`src/rtl/arp_note_voice.sv`:
```
// arp_note_voice: one-hot note select driving a square-wave divider shaped by a
// linear attack/sustain/release envelope into a signed 16-bit sample.
module arp_note_voice #(
   parameter int P0 = 95556,
   parameter int P1 = 85131,
   parameter int P2 = 75843,
   parameter int P3 = 71586,
   parameter int P4 = 63776,
   parameter int P5 = 56818,
   parameter int P6 = 50619,
   parameter int P7 = 47778,
   parameter int DIV_WIDTH = 17,
   parameter int ENV_TICK = 1024
) (
   input  logic        CLK,
   input  logic        RESET,
   input  logic        Enable,
   input  logic        in0,
   input  logic        in1,
   input  logic        in2,
   input  logic        in3,
   input  logic        in4,
   input  logic        in5,
   input  logic        in6,
   input  logic        in7,
   output logic [15:0] Sample,
   output logic        SqOut,
   output logic        Active,
   output logic [2:0]  NoteIdx
);
   localparam int TW = ENV_TICK > 1 ? $clog2(ENV_TICK) : 1;
   localparam logic [DIV_WIDTH-1:0] RL [8] = '{
      DIV_WIDTH'(P0 - 1), DIV_WIDTH'(P1 - 1), DIV_WIDTH'(P2 - 1), DIV_WIDTH'(P3 - 1),
      DIV_WIDTH'(P4 - 1), DIV_WIDTH'(P5 - 1), DIV_WIDTH'(P6 - 1), DIV_WIDTH'(P7 - 1)};
   typedef enum logic [1:0] {IDLE, ATTACK, SUSTAIN, RELEASE} state_t;
   state_t state, state_n;
   logic [7:0] level, level_n;
   logic [TW-1:0] tcnt, tcnt_n;
   logic [DIV_WIDTH-1:0] div, div_n;
   logic sq_n, present, load, step;
   logic [2:0] sel, idx_n;
   logic [15:0] mag;
   assign sel = in0 ? 3'd0 : in1 ? 3'd1 : in2 ? 3'd2 : in3 ? 3'd3 :
                in4 ? 3'd4 : in5 ? 3'd5 : in6 ? 3'd6 : 3'd7;
   assign present = Enable && |{in7, in6, in5, in4, in3, in2, in1, in0};
   assign load = present && (state == IDLE || sel != NoteIdx);
   assign step = tcnt == TW'(ENV_TICK - 1);
   always_comb begin
      state_n = state;
      level_n = level;
      case (state)
         IDLE: begin
            level_n = '0;
            if (present) state_n = ATTACK;
         end
         ATTACK:
            if (!present) state_n = RELEASE;
            else if (step) begin
               if (level == 8'hff) state_n = SUSTAIN;
               else level_n = level + 8'd1;
            end
         SUSTAIN:
            if (!present) state_n = RELEASE;
         default:
            if (present) state_n = ATTACK;
            else if (level == 8'd0) state_n = IDLE;
            else if (step) begin
               level_n = level - 8'd1;
               if (level == 8'd1) state_n = IDLE;
            end
      endcase
      // tcnt is parked at 0 while idle so a fresh attack starts a full tick
      tcnt_n = (state == IDLE || step) ? '0 : tcnt + TW'(1);
      div_n = load ? RL[sel] : div == '0 ? RL[NoteIdx] : div - DIV_WIDTH'(1);
      sq_n = load ? 1'b1 : div == '0 ? ~SqOut : SqOut;
      idx_n = load ? sel : NoteIdx;
   end
   always_ff @(posedge CLK) begin
      if (RESET) begin
         state <= IDLE;
         level <= '0;
         tcnt <= '0;
         div <= '0;
         SqOut <= 1'b0;
         NoteIdx <= '0;
      end else begin
         state <= state_n;
         level <= level_n;
         tcnt <= tcnt_n;
         div <= div_n;
         SqOut <= sq_n;
         NoteIdx <= idx_n;
      end
   end
   assign mag = {1'b0, level, 7'b0};
   assign Sample = SqOut ? mag : -mag;
   assign Active = state != IDLE;
endmodule

```
`config.mk`:
```
export PLATFORM = sky130hd
export DESIGN_NAME = arp_note_voice
export DESIGN_NICKNAME = d
export VERILOG_FILES = /design/src/rtl/arp_note_voice.sv
export SDC_FILE = /design/constraint.sdc
export NUM_CORES = 1
export LEC_CHECK = 0
export BUFFER_PORTS_ARGS = -buffer_cell sky130_fd_sc_hd__buf_2
export CAP_MARGIN = 20
export CELL_PAD_IN_SITES_DETAIL_PLACEMENT = 0
export CELL_PAD_IN_SITES_GLOBAL_PLACEMENT = 1
export CORE_AREA = 4 4 94 96
export DETAILED_ROUTE_END_ITERATION = 6
export DIE_AREA = 0 0 98 100
export PLACE_DENSITY = 0.79
export SLEW_MARGIN = 40
export SYNTH_ARGS = -nofsm -noshare
export SYNTH_HDL_FRONTEND = slang
export SYNTH_SLANG_ARGS = --single-unit
```
`constraint.sdc`:
```
create_clock -name CLK -period 2.7 [get_ports CLK]
set_input_delay 0.27 -clock CLK [delete_from_list [all_inputs] [get_ports CLK]]
set_output_delay 0.27 -clock CLK [all_outputs]
set_load 0.01 [all_outputs]
```
==> results by group <==
Yosys
  – Most numerous cell in the Yosys netlist: nor2_1
  – Async SR Flop Fraction: 0%
  – Yosys top cell by area: dfxtp_1
  – Post-synthesis compound-gate area fraction: 22.6%
  – Cells after Synth: 408
  – Simple-gate area share of the yosys netlist: between 20% and 30%
  – Post-Synth XOR/XNOR Area: 7.59%
  – Mapped Area: 3110 um^2
  – Post-synth EDFFs: 0
  – Mux cell area share after synthesis: 2.93%
  – Mean Syn Cell Area: 7.63 um^2
  – Synthesis-stage register bit count: 41
  – Post-synth top area share: a little over a quarter
  – Synth top area cells: dfxtp_1, ha_1, nor2_1, a21oi_1, xor2_1
  – Count of different cell masters after synthesis: 60
  – Post-synth top cells: nor2_1, dfxtp_1, nand2_1
  – Register area share after synthesis: 26.4%
  – Yosys warning total: 0
  – Synth Area in Adders: 9.24%
  – Primary FF master, synth: dfxtp_1
  – Largest family of logic cells by synthesized area: simple AND/OR/NAND/NOR gates

Place
  – Port buffer count: 24
  – DPL Wire Length: 6080 um
  – Area after DPL: between 3000 and 4000 um^2
  – Routability Congestion: 0.857
  – # placed instances: 532

Timing
  – Clk_skew: about 0.013 ns
  – Unrepaired setup endpoints after global routing: false
  – Tmin final: ~2.4 ns
  – TNS Setup: 0 ns
  – Final Hold Viols: 0
  – Final Slew Violations: 0
  – Relative slew slack: 60.4%
  – Worst slew pin tran: 0.594 ns
  – Setup Viol. Count Final: 0
  – Final worst path period share: 90.6%
  – Max Clk Rate: 0.409 GHz

Detailed routing
  – Wire length per cell: between 15 and 20 um
  – Post-route antenna net violation count: 0
  – DR vias/cell: 5.44
  – DRC viols: 0
  – DRT iter0 DRCs: 91
  – Vias: 2,940
  – 1st-pass router iterations: 4
  – Routed Wire Length: 8140 um

Setup path
  – Crit start category: flop
  – Critical path peak fanout: 10
  – CP cell instances: buf_4, or2_2, nor4_1, buf_4, nor3b_1, nor2_1, xor2_1, buf_2
  – CP peak stage delay: 0.35 ns
  – Data required, critical path: 2.43 ns
  – Crit path max-delay family: simple AND/OR/NAND/NOR gates
  – Launch point of the worst reg-to-reg path: div[0]
  – Worst Setup Path Type: reg2out
  – Worst path bufs/invs: 3
  – R2R cell count: 8
  – FF-to-FF End: div[14]
  – CP max-delay cell: nor3b_1
  – Reg2reg setup slack: 0.36 ns
  – Most frequent CP cell: buf_4
  – CP endpoint kind: output pin
  – Worst Path Arrival: 2.18 ns

Clocking
  – Postcts setup bufs: 0
  – # resized after CTS: 0
  – Cts hold-fix bufs: 0
  – TritonCTS Buffers: 5
  – Clk slew on worst S/H paths: 0.09 ns
  – Clk_lat worst skew: 0.31 ns
  – CTS tree: built
  – Clock Tree Buf Depth: 2
  – Num Clock Sinks: slightly above 40
  – Clock Tree Root: clkbuf_8
  – H-tree Lvls: 2

Run status
  – Outcome: completed

Global route
  – Initial antenna violation count: 0
  – Vias in the first global route: 2,779
  – Total global-route track usage: 16.5%
  – First-pass GRT wire length: 13,400 um
  – Grt ovf: 0
  – Met1 Track Usage GR: 20.8%
  – Largest net degree at the start of global routing: 30
  – Routing usage on met2: 29.3%
  – Most used routing layer: met2
  – Met3 usage: under 10%

Cells and area
  – Fin cells: 540
  – Ant diodes: 0
  – Finished Cell Area: 3500 um^2
  – Nets: roughly 470
  – Share of cells above drive strength 1: 14.5%
  – Synth-to-Final Area Change: 12.3%
  – Post-layout util: 43.4%

Power
  – PD cells: ~1000 nW/um^2
  – Worst vdd ir: about 470 uV
  – P_leak: between 1 and 1.5 nW

Worst hold path
  – Min-delay src: Enable
  – Worst min-delay path category: in2reg
  – Hold Path Sink: div[16]
  – WHS Path Cells: 2

Job
  – Number of max-cap violations: 0

Floorplan
  – Die H: 100 um
  – Initial core utilization: 38.7%
  – Width of the die: 98 um
  – Io pins: 32
  – Die footprint: about 9800 um^2
  – Core Footprint: just over 8000 um^2
  – # rows: 33
## report_power, final
part	internal, mW	switching, mW
Combinational	0.900	1.18
Sequential	0.742	0.154
Clock	0.277	0.252
## per-layer routing
layer | part of all wire, % | vias to the layer above | wire length [um]
met5 | 0 | - | 0
met4 | 1.3 | 0 | 104
met3 | 2.9 | 10 | 232
met2 | 50 | 51 | 4100
met1 | 45 | 1391 | 3700
li1 | - | 1488 | -
## cell usage in the layout (no fill, tap or decap), types with 7 or more instances in the layout
| cell type | count |
|---|---|
| nor3_1 | 8 |
| nor4_1 | 7 |
| nand2_1 | 34 |
| conb_1 | 7 |
| xor2_1 | 15 |
| buf_4 | 20 |
| inv_1 | 19 |
| xnor2_1 | 12 |
| a21oi_1 | 31 |
| mux2i_1 | 8 |
| o21ai_0 | 21 |
| dfxtp_1 | 41 |
| nor2_1 | 55 |
| buf_2 | 24 |
| nand3_1 | 11 |
| ha_1 | 23 |
## how the worst max path moves through the flow
| stage | from | end | depth (start not counted) |
|---|---|---|---|
| after floorplan | in5 | level[0] | 7 |
| after global placement | in0 | level[0] | 8 |
| after detailed placement | in0 | level[6] | 8 |
| final | level[2] | Sample[14] | 8 |
| after CTS | level[2] | Sample[14] | 8 |
| after global routing | div[0] | div[14] | 8 |
## stage by stage
step                      total power [mW]  setup slack, ns  hold WS (ns)
after detailed placement              2.98            0.158         0.455
after CTS                             3.52            0.238         0.269
final                                 3.51            0.255         0.282
after floorplan                       2.38            0.412         0.422
after global routing                  3.79            0.134         0.297
after global placement                2.96            0.189         0.442
## sequential cells by signal, indices dropped and copies added (netlist names)
name and cells:
level 8, tcnt 10, div 17, SqOut 1, NoteIdx 3, state 2
## kinds of logic (layout without fill, tap and decap cells)
logic type	after synthesis	count (layout)
muxes	9	9
buffers and inverters	51	72
and+or+nand+nor	153	153
xor gates and xnor gates	27	27
DFF	41	41
AOI/OAI and AO/OA	103	103
adders and majority gates	23	23
other	1	7
## layout make-up
class	instances	area, um^2
Sequential cell	41	821
Tap cell	105	131
Clock buffer	5	68.8
Clock inverter	3	46.3
Multi-Input combinational cell	322	2090
Fill cell	854	4550
Inverter	20	75.1
Timing Repair Buffer	44	270
## worst reg2reg max path, delay by kind of cell, from the launching register on
family | cells | cell delay (ns)
adders and majority gates | 1 | 0.24
DFF | 1 | 0.34
and+or+nand+nor | 3 | 1.14
xor gates and xnor gates | 1 | 0.11
AOI/OAI and AO/OA | 2 | 0.31
buffers and inverters | 1 | 0.11
(Power assumes the default switching activity.)
